### config.mk
export PLATFORM = sky130hd
export DESIGN_NAME = spi_burst_seq
export DESIGN_NICKNAME = d
export VERILOG_FILES = /design/src/rtl/spi_burst_seq.sv
export SDC_FILE = /design/constraint.sdc
export NUM_CORES = 1
export LEC_CHECK = 0
export CAP_MARGIN = 20
export CORE_AREA = 2 2 221 223
export CTS_CLUSTER_SIZE = 12
export DETAILED_ROUTE_END_ITERATION = 8
export DIE_AREA = 0 0 223 225
export GPL_TIMING_DRIVEN = 0
export PLACE_DENSITY_LB_ADDON = 0.08
export SKIP_CTS_REPAIR_TIMING = 1
export SYNTH_ARGS = -nofsm -noshare
export SYNTH_HDL_FRONTEND = slang
export SYNTH_SLANG_ARGS = --single-unit
### constraint.sdc
create_clock -name clk -period 9.6 [get_ports clk]
set_clock_uncertainty 0.05 [all_clocks]
set_input_delay 1.92 -clock clk [delete_from_list [all_inputs] [get_ports clk]]
set_output_delay 1.92 -clock clk [all_outputs]
set_load 0.02 [all_outputs]
### src/rtl/spi_burst_seq.sv
// spi_burst_seq: burst sequencer between the CPU peripheral bus and one
// icosoc_mod_spi instance. Software queues up to FIFO_DEPTH TX bytes, issues a
// command, and the block walks the SPI module through divider, mode, CS
// assert, a write/read pair per byte and CS release, collecting RX bytes.
// Optional feature macro: SPI_BURST_SEQ_TIMEOUT_EN (per-access watchdog).
module spi_burst_seq #(
  parameter int FIFO_DEPTH  = 16,
  parameter int TIMEOUT_CYC = 65535
) (
  input  logic        clk,
  input  logic        resetn,
  input  logic        ctrl_wr,
  input  logic        ctrl_rd,
  input  logic [7:0]  ctrl_addr,
  input  logic [31:0] ctrl_wdat,
  output logic [31:0] ctrl_rdat,
  output logic        ctrl_done,
  output logic        spi_wr,
  output logic        spi_rd,
  output logic [7:0]  spi_addr,
  output logic [31:0] spi_wdat,
  input  logic [31:0] spi_rdat,
  input  logic        spi_done,
  output logic        busy,
  output logic        irq
);
  localparam int AW = $clog2(FIFO_DEPTH);
  localparam int PW = AW + 1;
  localparam logic [4:0] DEPTH5 = 5'(FIFO_DEPTH);

  typedef enum logic [2:0] {
    S_IDLE, S_DIV, S_MODE, S_CSON, S_TXW, S_RXR, S_CSOFF, S_FIN
  } state_t;

  state_t state, state_nxt;

  logic [15:0] cfg;
  logic [7:0]  b_div;
  logic [1:0]  b_mode;
  logic [4:0]  b_cs;
  logic        b_keep;
  logic [4:0]  remaining;
  logic        done_sticky, err, tmo_flag, start_pend, host_hold;

  logic [7:0]    tx_mem [FIFO_DEPTH];
  logic [7:0]    rx_mem [FIFO_DEPTH];
  logic [PW-1:0] tx_wp, tx_rp, rx_wp, rx_rp, tx_diff, rx_diff;
  logic [4:0]    tx_lvl, rx_lvl, rx_free;
  logic          tx_full, rx_empty;

  logic host_req, host_acc, wr_cfg, wr_cmd, wr_tx, rd_rx;
  logic [4:0] cmd_n;
  logic cmd_ok, busy_int;
  logic req_active, acc_done, tmo_hit, tx_pop, rx_push, tx_push, rx_pop;
  logic acc_st, acc_rd;
  logic [7:0]  acc_addr, addr_nxt;
  logic [31:0] acc_wdat, wdat_nxt, status;
  logic wr_nxt, rd_nxt;
  logic unused_bits;

  assign unused_bits = ^{ctrl_wdat[31:16], spi_rdat[31:8]};

  assign tx_diff  = tx_wp - tx_rp;
  assign rx_diff  = rx_wp - rx_rp;
  assign tx_lvl   = 5'(tx_diff);
  assign rx_lvl   = 5'(rx_diff);
  assign rx_free  = DEPTH5 - rx_lvl;
  assign tx_full  = (tx_lvl == DEPTH5);
  assign rx_empty = (rx_lvl == 5'd0);

  // A held request is only a new access once it has dropped after its done.
  assign host_req = ctrl_wr | ctrl_rd;
  assign host_acc = host_req & ~ctrl_done & ~host_hold;
  assign wr_cfg   = host_acc & ctrl_wr & (ctrl_addr == 8'h00);
  assign wr_cmd   = host_acc & ctrl_wr & (ctrl_addr == 8'h04);
  assign wr_tx    = host_acc & ctrl_wr & (ctrl_addr == 8'h08);
  assign rd_rx    = host_acc & ~ctrl_wr & ctrl_rd & (ctrl_addr == 8'h0C);

  // start_pend covers the done cycle, before the FSM has left IDLE.
  assign busy     = (state != S_IDLE);
  assign busy_int = busy | start_pend;
  assign cmd_n    = ctrl_wdat[4:0];
  assign cmd_ok   = (cmd_n != 5'd0) && (cmd_n <= DEPTH5) && !busy_int &&
                    (tx_lvl >= cmd_n) && (rx_free >= cmd_n);

  assign status = {11'b0, rx_lvl, 3'b0, tx_lvl, 4'b0, tmo_flag, err, done_sticky, busy};
  assign irq    = done_sticky & cfg[15];

  assign req_active = spi_wr | spi_rd;
  assign acc_done   = req_active & spi_done;
  assign tx_pop     = (state == S_TXW) & acc_done;
  assign rx_push    = (state == S_RXR) & acc_done;
  assign tx_push    = wr_tx & ~tx_full;
  assign rx_pop     = rd_rx & ~rx_empty;

`ifdef SPI_BURST_SEQ_TIMEOUT_EN
  logic [31:0] to_cnt;

  // Count cycles an SPI request has been outstanding without spi_done.
  always_ff @(posedge clk) begin
    if (!resetn)                      to_cnt <= '0;
    else if (req_active && !spi_done) to_cnt <= to_cnt + 32'd1;
    else                              to_cnt <= '0;
  end

  assign tmo_hit = req_active & ~spi_done & (to_cnt == 32'(TIMEOUT_CYC - 1));
`else
  assign tmo_hit = 1'b0;
`endif

  // TX FIFO pointers: host pushes, the TXW state pops on spi_done.
  always_ff @(posedge clk) begin
    if (!resetn) begin
      tx_wp <= '0;
      tx_rp <= '0;
    end else begin
      if (tx_push) tx_wp <= tx_wp + 1'b1;
      if (tx_pop)  tx_rp <= tx_rp + 1'b1;
    end
  end

  // RX FIFO pointers: the RXR state pushes, host RXDATA reads pop.
  always_ff @(posedge clk) begin
    if (!resetn) begin
      rx_wp <= '0;
      rx_rp <= '0;
    end else begin
      if (rx_push) rx_wp <= rx_wp + 1'b1;
      if (rx_pop)  rx_rp <= rx_rp + 1'b1;
    end
  end

  // FIFO storage, data only, no reset needed.
  always_ff @(posedge clk) begin
    if (tx_push) tx_mem[tx_wp[AW-1:0]] <= ctrl_wdat[7:0];
    if (rx_push) rx_mem[rx_wp[AW-1:0]] <= spi_rdat[7:0];
  end

  // Host handshake, register file, status flags and burst parameter latch.
  always_ff @(posedge clk) begin
    if (!resetn) begin
      ctrl_done   <= 1'b0;
      ctrl_rdat   <= '0;
      host_hold   <= 1'b0;
      cfg         <= '0;
      start_pend  <= 1'b0;
      b_div       <= '0;
      b_mode      <= '0;
      b_cs        <= '0;
      b_keep      <= 1'b0;
      remaining   <= '0;
      done_sticky <= 1'b0;
      err         <= 1'b0;
      tmo_flag    <= 1'b0;
    end else begin
      ctrl_done  <= host_acc;
      host_hold  <= host_acc | (host_hold & host_req);
      start_pend <= wr_cmd & cmd_ok;
      if (rx_push) remaining <= remaining - 5'd1;
      if (state == S_FIN) done_sticky <= 1'b1;
      if (tmo_hit) begin
        tmo_flag <= 1'b1;
        err      <= 1'b1;
      end
      if (wr_tx && tx_full) err <= 1'b1;
      if (wr_cfg) cfg <= ctrl_wdat[15:0];
      // CMD and STATUS share 0x04: clear bits apply first, a rejection then sets err.
      if (wr_cmd) begin
        if (ctrl_wdat[1]) done_sticky <= 1'b0;
        if (ctrl_wdat[2]) err         <= 1'b0;
        if (ctrl_wdat[3]) tmo_flag    <= 1'b0;
        if (cmd_ok) begin
          b_div       <= cfg[7:0];
          b_mode      <= cfg[9:8];
          b_cs        <= cfg[14:10];
          b_keep      <= ctrl_wdat[8];
          remaining   <= cmd_n;
          done_sticky <= 1'b0;
        end else begin
          err <= 1'b1;
        end
      end
      if (host_acc) begin
        ctrl_rdat <= '0;
        if (!ctrl_wr) begin
          unique case (ctrl_addr)
            8'h00:   ctrl_rdat <= {16'b0, cfg};
            8'h04:   ctrl_rdat <= status;
            8'h0C:   ctrl_rdat <= rx_empty ? 32'h8000_0000 : {24'b0, rx_mem[rx_rp[AW-1:0]]};
            default: ctrl_rdat <= '0;
          endcase
        end
      end
    end
  end

  // Sequencer state register.
  always_ff @(posedge clk) begin
    if (!resetn) state <= S_IDLE;
    else         state <= state_nxt;
  end

  // Next state: each access state advances once its SPI access completes.
  always_comb begin
    state_nxt = state;
    unique case (state)
      S_IDLE:  if (start_pend) state_nxt = S_DIV;
      S_DIV:   if (acc_done) state_nxt = S_MODE;
      S_MODE:  if (acc_done) state_nxt = S_CSON;
      S_CSON:  if (acc_done) state_nxt = S_TXW;
      S_TXW:   if (acc_done) state_nxt = S_RXR;
      S_RXR:   if (acc_done) state_nxt = (remaining != 5'd1) ? S_TXW :
                                         (b_keep ? S_FIN : S_CSOFF);
      S_CSOFF: if (acc_done) state_nxt = S_FIN;
      S_FIN:   state_nxt = S_IDLE;
      default: state_nxt = S_IDLE;
    endcase
    if (tmo_hit) state_nxt = S_IDLE;
  end

  // Access decode and next value of the registered SPI master request.
  always_comb begin
    acc_st   = 1'b1;
    acc_rd   = 1'b0;
    acc_addr = 8'h00;
    acc_wdat = '0;
    unique case (state)
      S_DIV:   acc_wdat = {24'b0, b_div};
      S_MODE:  begin acc_addr = 8'h0C; acc_wdat = {30'b0, b_mode}; end
      S_CSON:  begin acc_addr = 8'h04; acc_wdat = ~(32'b1 << b_cs); end
      S_TXW:   begin acc_addr = 8'h08; acc_wdat = {24'b0, tx_mem[tx_rp[AW-1:0]]}; end
      S_RXR:   begin acc_addr = 8'h08; acc_rd = 1'b1; end
      S_CSOFF: begin acc_addr = 8'h04; acc_wdat = 32'hFFFF_FFFF; end
      default: acc_st = 1'b0;
    endcase
    wr_nxt   = spi_wr;
    rd_nxt   = spi_rd;
    addr_nxt = spi_addr;
    wdat_nxt = spi_wdat;
    // The cycle after spi_done the request is low, which gives the idle gap.
    if (req_active) begin
      if (spi_done || tmo_hit) begin
        wr_nxt = 1'b0;
        rd_nxt = 1'b0;
      end
    end else if (acc_st) begin
      wr_nxt   = ~acc_rd;
      rd_nxt   = acc_rd;
      addr_nxt = acc_addr;
      wdat_nxt = acc_wdat;
    end
  end

  // Registered SPI master outputs.
  always_ff @(posedge clk) begin
    if (!resetn) begin
      spi_wr   <= 1'b0;
      spi_rd   <= 1'b0;
      spi_addr <= '0;
      spi_wdat <= '0;
    end else begin
      spi_wr   <= wr_nxt;
      spi_rd   <= rd_nxt;
      spi_addr <= addr_nxt;
      spi_wdat <= wdat_nxt;
    end
  end
endmodule
# [After elaboration in Yosys (flattened, before gate mapping)]
# Memory sizes are Yosys's and may differ from the RTL's. A register that Yosys moved wholly into a read port is not among the register bits.
# Cells that the tools add are included.
# Widths: inputs -> output; s select.
[classes] n_addsub=8 order_cmp=3 n_eq_ne=20 shifts=1 n_mux=41 bitwise_logic=29 reduce_logical=19
[ops] operator="$pmux 32 s5" n=1
[ops] operator="$pmux 32 s3" n=1
[ops] operator="$mux 32" n=2
[ops] operator="$not 32->32" n=1
[ops] operator="$shl 1x5->32 const A" n=1
[ops] operator="$pmux 3 s8" n=1
[ops] operator="$mux 3" n=7
[ops] operator="$add 5x1->5 const B" n=4
[ops] operator="$mux 1" n=20
[ops] operator="$and 1x1->1" n=17
[ops] operator="$eq 8x4->1 const B" n=2
[ops] operator="$mux 4" n=4
[ops] operator="$ne 2x2->1 const B" n=8
[ops] operator="$mux 5" n=3
[ops] operator="$eq 3x3->1 const B" n=4
[ops] operator="$pmux 4 s3" n=1
[ops] operator="$ge 5x5->1" n=2
[ops] operator="$sub 5x5->5" n=2
[ops] operator="$eq 8x3->1 const B" n=1
[ops] operator="$logic_not 8->1" n=1
[ops] operator="$not 1->1" n=7
[ops] operator="$reduce_and 7->1" n=1
[ops] operator="$eq 3x2->1 const B" n=2
[ops] operator="$reduce_and 2->1" n=3
[ops] operator="17 further kinds" n=25
[totals] ff_bits=139 ramBits=256 inputBits=77 elab_cells=144 memories=2
[mem_list] memory="rx_mem" words=16 word_bits=8 rd=1 rd_ports_with_merged_regs=1 wr=1 line="46" text="logic [7:0] rx_mem [FIFO_DEPTH];"
[mem_list] memory="tx_mem" words=16 word_bits=8 rd=1 rd_ports_with_merged_regs=1 wr=1 line="45" text="logic [7:0] tx_mem [FIFO_DEPTH];"

# [Logic depth before layout (Yosys ltp)]
# Gate-level depths: netlist of run 1.
[depth] depth_word=10 depth_mapped=15 mapped_depth_nobuf=14

# [Worst setup path before layout of run 1]
# OpenSTA, ideal clock, no wires.
[synth_path] path_type="input to register" from="input ctrl_addr[1]" to="memory tx_mem[12][0], enable pin" setup_ns=0.332 arrival_ns=3.599 required_ns=9.218 slack_ns=5.619 cell_stages=6 path_cell_list="or4_4 nor2_1 nand4b_1 a21oi_1 clkbuf_1 and3_1"
[synth_via] elab_chain_cells=5
[synth_rtl] item="start, declared" line="14" text="input logic [7:0] ctrl_addr,"
[synth_rtl] item="$eq 8x4->1" line="76" text="assign wr_tx = host_acc & ctrl_wr & (ctrl_addr == 8'h08);"
[synth_rtl] item="$and 1x1->1" line="76"
[synth_rtl] item="$and 1x1->1" line="93" text="assign tx_push = wr_tx & ~tx_full;"
[synth_rtl] item="$mux 1" line="135" text="if (tx_push) tx_mem[tx_wp[AW-1:0]] <= ctrl_wdat[7:0];"
[synth_rtl] item="$mux 1 (implied by the code)" line="135"
[synth_rtl] item="end, declared" line="45"
# No other way between the ends.

# [Worst setup path in the final report of run 1]
[layout_path] from="input ctrl_wdat[2]" to="register remaining[3]"
[layout_via] elab_chain_cells=7
[layout_rtl] item="start, declared" line="15" text="input logic [31:0] ctrl_wdat,"
[layout_rtl] item="$le 5x5->1 or $reduce_bool 5->1 (tied branches)" line="83" text="assign cmd_ok = (cmd_n != 5'd0) && (cmd_n <= DEPTH5) && !busy_int &&"
[layout_rtl] item="$logic_and 1x1->1 (3 in a row)" line="83"
[layout_rtl] item="$logic_and 1x1->1 (*)" line="84" text="(tx_lvl >= cmd_n) && (rx_free >= cmd_n);"
[layout_rtl] item="$mux 5 (*)" line="172" text="if (cmd_ok) begin"
[layout_rtl] item="$mux 5 (*)" line="168" text="if (wr_cmd) begin"
[layout_rtl] item="end signal, assigned" line="159" text="if (rx_push) remaining <= remaining - 5'd1;"
[layout_rtl] item="end signal, assigned" line="177" text="remaining <= cmd_n;"
[layout_rtl] item="end, declared" line="42" text="logic [4:0] remaining;"
# Mark *: on every way between the ends. The rest lies on a longest branch, timed or not.
# A chain may end at the register's enable or synchronous reset.

==> metrics.yaml, run 1 <==
timing:
  fin_crit_sh_pct: 49.19
  slew_viol_final: 0
  hold_slack_ps: 404.1
  max_slew_margin_pct: 27.12
  min_period_ps: 4722
  setup_tns_ps: 0
  fmaxAchievable_ghz: 0.2118
  hold_violations: 0
  rsz0062_at_grt: "false"
  setup_viol: 0
  tightestPinTransition_ps: 1090
critical_path:
  crit_path_end: "remaining[3]"
  reg2reg_to: "rx_rp[4]"
  rr_worst_depth: 13
  cp-end-kind: "flip-flop"
  critical_path_class: "input pin to flip-flop"
  worst-r2r-setup-slack_ps: 5930
  worstPathRequired_ps: 10040
  cp-startpoint: "ctrl_wdat[2]"
  critPathMaxFanout: 20
  cp-start-kind: "input pin"
  cp.arrival_ps: 5170
  worstReg2RegStart: "rx_wp[0]"
grt:
  grt_pass1_wl_um: 67830
  grt_max_degree: 22
  grt_pass1_vias: 10398
  grtUsageTotal_pct: 18.56
  grt-ovfl-total: 0
  antenna_found_initial: 1
place:
  dp_hpwl_um: 33000
  routabilityCongestion: 0.8339
  numPortBuffers: 97
layout:
  final_cell_mix: "edfxtp_1, nand2_1, dfxtp_1"
  diodes: 0
  final_layout_size_suffix_gt1_share_pct: 13.82
  areaGrowthSynthToFinish_pct: 20.18
  final_common_cell: "edfxtp_1"
  fin_nets: 1529
synthesis:
  synthArstFlopShare_pct: 0
  yosysUniqueCellTypes: 67
  synth-main-ff-cell: "edfxtp_1"
  yosys_warnings: 0
  netlist_area_sq_um: 16570
  synthCells: 1255
  synth-seq-cells: 387
  synth_edf_count: 256
  syn_area_per_cell_sq_um: 13.20
  seq_area_frac_synth_pct: 62.22
floorplan:
  start_util_pct: 34.85
  die_w_um: 223
  row_count: 80
  fp.coreArea_sq_um: 47550
  die-height_um: 225
  die-area_sq_um: 50180
  ios: 154
run_status:
  outcome: "finished clean"
clock_tree:
  h-tree-depth: 2
  path_clk_slew_ps: 60
  cts-root-buf: "clkbuf_16"
  max-clock-path-buffers: 3
  cts_tree: "done"
  cts_buffers: 45
  cts.sinks: 387
  insertion_delay_ps: 570
job:
  cap_violations: 0
routing:
  vias: 10657
  drt-initial-drc-count: 834
  first_pass_iters: 7
  wl_per_cell_um: 22.35
  drc_errors: 0
  antenna_left: 0
  wirelength_um: 46240
  via_per_inst: 5.151
power:
  powerDensity_nw_per_um2: 180.5
  vdd_drop_max_v: 0.0001376
  p_total_mw: 3.594
  p_leak_nw: 6.468
hold_path:
  min_path_type: "flip-flop to flip-flop"
[cell usage after synthesis, types with 4 or more instances]
| cell | instances | area share [%] |
|---|---|---|
| dfxtp_1 | 131 | 16 |
| a21oi_1 | 99 | 3.0 |
| xnor2_1 | 18 | 0.95 |
| a221oi_1 | 5 | 0.26 |
| o21ai_1 | 9 | 0.27 |
| and3_1 | 25 | 0.94 |
| mux4_2 | 64 | 8.7 |
| mux2_2 | 11 | 0.75 |
| buf_1 | 7 | 0.16 |
| a211oi_1 | 5 | 0.23 |
| a311oi_1 | 6 | 0.32 |
| nor2b_1 | 29 | 1.1 |
| and2_1 | 10 | 0.38 |
| edfxtp_1 | 256 | 46 |
| nand2b_1 | 8 | 0.30 |
| nor3b_1 | 5 | 0.23 |
| nand3_1 | 12 | 0.36 |
| nor4_2 | 6 | 0.45 |
| nand4_1 | 9 | 0.34 |
| nor3_1 | 9 | 0.27 |
| a21o_1 | 4 | 0.18 |
| buf_2 | 11 | 0.33 |
| a2111oi_0 | 4 | 0.21 |
| ha_1 | 32 | 2.4 |
| nor2_1 | 69 | 1.6 |
| mux2i_1 | 41 | 2.5 |
| a31oi_1 | 12 | 0.45 |
| xor2_1 | 7 | 0.37 |
| nand2_1 | 149 | 3.4 |
| or2_2 | 4 | 0.15 |
| buf_4 | 17 | 0.77 |
| inv_1 | 24 | 0.54 |
| or3_1 | 5 | 0.19 |
| clkbuf_1 | 53 | 1.2 |
| o21ai_0 | 34 | 1.0 |
| a22oi_1 | 10 | 0.45 |
| o211ai_1 | 9 | 0.41 |
[flip-flops by register name, summed over array words and instances, names as in the netlist, 2 cells and up, named ones only]
| signal | count |
|---|---|
| b_cs | 5 |
| b_div | 8 |
| b_mode | 2 |
| cfg | 16 |
| ctrl_rdat | 22 |
| remaining | 5 |
| rx_mem | 128 |
| rx_rp | 5 |
| rx_wp | 5 |
| spi_addr | 2 |
| spi_wdat | 32 |
| state | 3 |
| tx_mem | 128 |
| tx_rp | 5 |
| tx_wp | 5 |
[report_power, final]
part,internal (mW),leakage [nW],switching [mW]
sequential,1.77,3.35,0.000805
clock,1.05,0.728,0.681
combinational,0.0264,2.38,0.0637
total,2.85,6.47,0.746
[per-stage QoR]
| stage | util (%) | worst slack (ps) | area, sq um | std cells |
|---|---|---|---|---|
| final | 41.89 | 4878 | 19920 | 2069 |
| after global placement | 38.63 | 3768 | 18370 | 1982 |
| after floorplan | - | 5619 | 16630 | 1270 |
| after CTS | 41.89 | 4856 | 19920 | 2069 |
| after detailed placement | 38.75 | 4253 | 18430 | 1986 |
| after global routing | 41.89 | 4647 | 19920 | 2069 |
[per-layer routing]
layer	share of wire [%]	track usage, %	up-vias
met5	0	0	-
met4	2.3	5.153	0
met3	5.7	4.068	63
met2	43	27.02	313
met1	49	27.78	5288
li1	-	-	4993
[cell families (layout without fill, tap and decap cells)]
logic type               Yosys count  after routing  synth area share, %
adder cells (fa/ha/maj)           34             34                2.658
AO/OA/AOI/OAI                    214            214                7.679
buffers and inverters            116            300                3.232
flip-flops                       387            387                62.22
XOR/XNOR                          25             25                1.321
multiplexers                     116            116                11.92
AND/OR/NAND/NOR                  362            362                10.95
other                              1             16              0.02263
[worst min-delay path by stage]
stage,cells after the start,slack [ps],end,start
2_1_floorplan,2,380,b_div[3],b_div[3]
3_3_place_gp,2,400,spi_wdat[13],spi_wdat[13]
3_5_place_dp,2,400,b_mode[0],b_mode[0]
4_1_cts,2,410,spi_wdat[16],spi_wdat[16]
5_1_grt,2,420,spi_wdat[18],spi_wdat[18]
6_report,2,400,spi_wdat[27],spi_wdat[27]
[layout make-up]
type                       count  area (sq um)
buffer                        91         441.7
clock buffer                  64          1254
clock inverter                19         236.5
fill                        4414         27630
inverter                      25         93.84
multi-input combinational    767          5802
sequential                   387         10310
tap                          615         769.5
timing repair buffer         101          1008
[critical path: stages]
cell,delay (ps)
clkdlybuf4s50_1,1180
inv_1,260
ha_1,380
nand2_1,50
o21ai_0,180
a31oi_1,200
nor4_4,510
buf_6,250
mux2i_1,210
Power figures use the tool's default switching activity.
==> run 2, diff against run 1 <==
Clock period 9.6 ns to 3.95 ns, I/O delays scaled along.
==> results of run 2 <==
Same layout as run 1 (identical final DEF). Status: finished clean.
Main changes from that run: setup slack after placement 4253 ps -> -266.9 ps; setup slack after layout 4878 ps -> 284.6 ps; start point of the critical path ctrl_wdat[2] -> rx_wp[0]; end point of the critical path remaining[3] -> rx_rp[4]; register-to-register setup slack 5930 ps -> 280 ps; total power 3.594 mW -> 8.736 mW; worst IR drop on VDD 0.0001376 V -> 0.0003345 V
==> run 3, diff against run 2 <==
Settings changed: CAP_MARGIN 20 to unset, SLEW_MARGIN set to 20.
==> run 3 against run 2 <==
Clock-buffer cell count up 5. Die area unchanged. Sequential power about the same. Core utilization down 0.37 points. Sequential share of layout area up 0.46 points. Final cell count down 0.19%. Critical path type unchanged.
==> metrics.yaml, run 3 (synthesized netlist as in run 1, its figures left out) <==
routing:
  wirelength_um: 46560  # was 46240 um
  antenna_left: 0  # unchanged
  drt-initial-drc-count: 823  # was 834
  drc_errors: 0  # unchanged
  wl_per_cell_um: 22.55  # was 22.35 um
  first_pass_iters: 6  # was 7
  via_per_inst: 5.122  # was 5.151
  vias: 10576  # was 10657
grt:
  grt_pass1_vias: 10419  # was 10398
  grtUsageTotal_pct: 18.66  # was 18.56%
  grt_max_degree: 22  # unchanged
  grt-ovfl-total: 0  # unchanged
  antenna_found_initial: 1  # unchanged
  grt_pass1_wl_um: 68420  # was 67830 um
critical_path:
  cp-start-kind: "flip-flop"  # unchanged
  cp.arrival_ps: 3850  # was 4040 ps
  worstPathRequired_ps: 4090  # was 4330 ps
  critPathMaxFanout: 10  # was 6
  cp-end-kind: "flip-flop"  # unchanged
  critical_path_class: "flip-flop to flip-flop"  # unchanged
floorplan:
  start_util_pct: 34.85  # unchanged
  die_w_um: 223  # unchanged
  fp.coreArea_sq_um: 47550  # unchanged
  ios: 154  # unchanged
  row_count: 80  # unchanged
  die-height_um: 225  # unchanged
  die-area_sq_um: 50180  # unchanged
clock_tree:
  cts.sinks: 387  # unchanged
  cts_tree: "done"  # unchanged
  insertion_delay_ps: 560  # was 570 ps
  h-tree-depth: 2  # unchanged
  cts-root-buf: "clkbuf_16"  # unchanged
  path_clk_slew_ps: 60  # about the same
  cts_buffers: 42  # was 45
  max-clock-path-buffers: 3  # unchanged
job:
  cap_violations: 0  # unchanged
hold_path:
  min_path_type: "flip-flop to flip-flop"  # unchanged
layout:
  fin_nets: 1526  # was 1529
  final_common_cell: "edfxtp_1"  # unchanged
  finish.utilization_pct: 41.52  # was 41.89%
  final_layout_size_suffix_gt1_share_pct: 13.11  # was 13.82%
  final_cell_mix: "edfxtp_1, nand2_1, dfxtp_1"  # unchanged
  areaGrowthSynthToFinish_pct: 19.13  # was 20.18%
  fillers: 4450  # was 4414
timing:
  hold_violations: 0  # unchanged
  fmaxAchievable_ghz: 0.2700  # was 0.2728 GHz
  max_slew_margin_pct: 25.42  # was 27.12%
  min_period_ps: 3703  # was 3665 ps
  setup_viol: 0  # unchanged
  hold_slack_ps: 405.2  # was 404.1 ps
  rsz0062_at_grt: "false"  # unchanged
  tightestPinTransition_ps: 1115  # was 1090 ps
  slew_viol_final: 0  # unchanged
  fin_crit_sh_pct: 93.75  # was 92.80%
  setup_tns_ps: 0  # unchanged
  layout_setup_ws_ps: 246.7  # was 284.6 ps
power:
  power_frac_seq_pct: 51.7  # was 49.4%
  vdd_drop_max_v: 0.0003424  # was 0.0003345 V
  p_leak_nw: 6.382  # was 6.468 nW
  netSwitchingPower_mw: 1.758  # was 1.813 mW
  combPwrFrac_pct: 2.6  # was 2.5%
  powerDensity_nw_per_um2: 422.3  # was 438.6 nW/um^2
  internal_power_mw: 6.579  # was 6.923 mW
  p_clk_share_pct: 45.6  # was 48.1%
  p_sw_share_pct: 21.08  # was 20.75%
run_status:
  outcome: "finished clean"  # unchanged
place:
  numPortBuffers: 97  # unchanged
  dp_slack_ps: -240.2  # was -266.9 ps
  dp_hpwl_um: 33230  # was 33000 um
  routabilityCongestion: 0.8339  # unchanged
==> run 3: area by class of cell <==
| type | instances | area [sq um] | area share, % |
|---|---|---|---|
| Clock buffer | 69 | 1276 | 6.465 |
| Clock inverter | 9 | 43.79 | 0.2218 |
| Sequential cell | 387 | 10310 | 52.22 |
| Inverter | 25 | 93.84 | 0.4753 |
| Buffer | 91 | 441.7 | 2.237 |
| Antenna cell | 1 | 2.502 | 0.01268 |
| Timing Repair Buffer | 101 | 999.7 | 5.064 |
| Multi-Input combinational cell | 767 | 5804 | 29.40 |
| Tap cell | 615 | 769.5 | 3.898 |
==> run 3: layer usage <==
layer	part of all wire, %	GRT usage [%]	wire length, um	vias up
met1	50	27.94	23220	5279
met3	4.9	3.716	2261	62
li1	-	-	-	4976
met2	43	27.50	20020	259
met4	2.3	5.044	1059	0
met5	0	0	0	-
==> run 3: worst max-delay path, stage by stage (launching register included) <==
cell and delay [ps]:
dfxtp_1 350, inv_1 170, ha_1 190, inv_1 50
fa_1 400, a21o_1 190, a21oi_1 180, xnor2_1 330
a21oi_1 560, clkbuf_1 300, and3_1 570
==> run 3: path summary, 6_finish.rpt <==
kind | endpoint | from | cells past startpoint | slack [ps]
worst max-delay path | tx_mem[8][5] | tx_wp[0] | 10 | 250
worst min-delay path | spi_wdat[11] | spi_wdat[11] | 2 | 410
worst max register to register | tx_mem[8][5] | tx_wp[0] | 10 | 250
worst min register to register | spi_wdat[11] | spi_wdat[11] | 2 | 410
==> run 3: metrics by stage <==
step | instance area, sq um | power [mW] | std cells
after floorplan | 16630 | 4.484 | 1270
after global placement | 18370 | 4.619 | 1982
after detailed placement | 18420 | 4.621 | 1986
after CTS | 19740 | 8.427 | 2064
after global routing | 19740 | 8.599 | 2064
final | 19740 | 8.337 | 2065
==> run 3: power by group through the flow <==
stage               logic (mW)  clock network [mW]  registers (mW)
finish                   0.220                3.80            4.31
global route             0.236                4.05            4.31
CTS                      0.220                3.89            4.31
detailed placement       0.220                   0            4.40
global placement         0.218                   0            4.40
floorplan               0.0836                   0            4.40
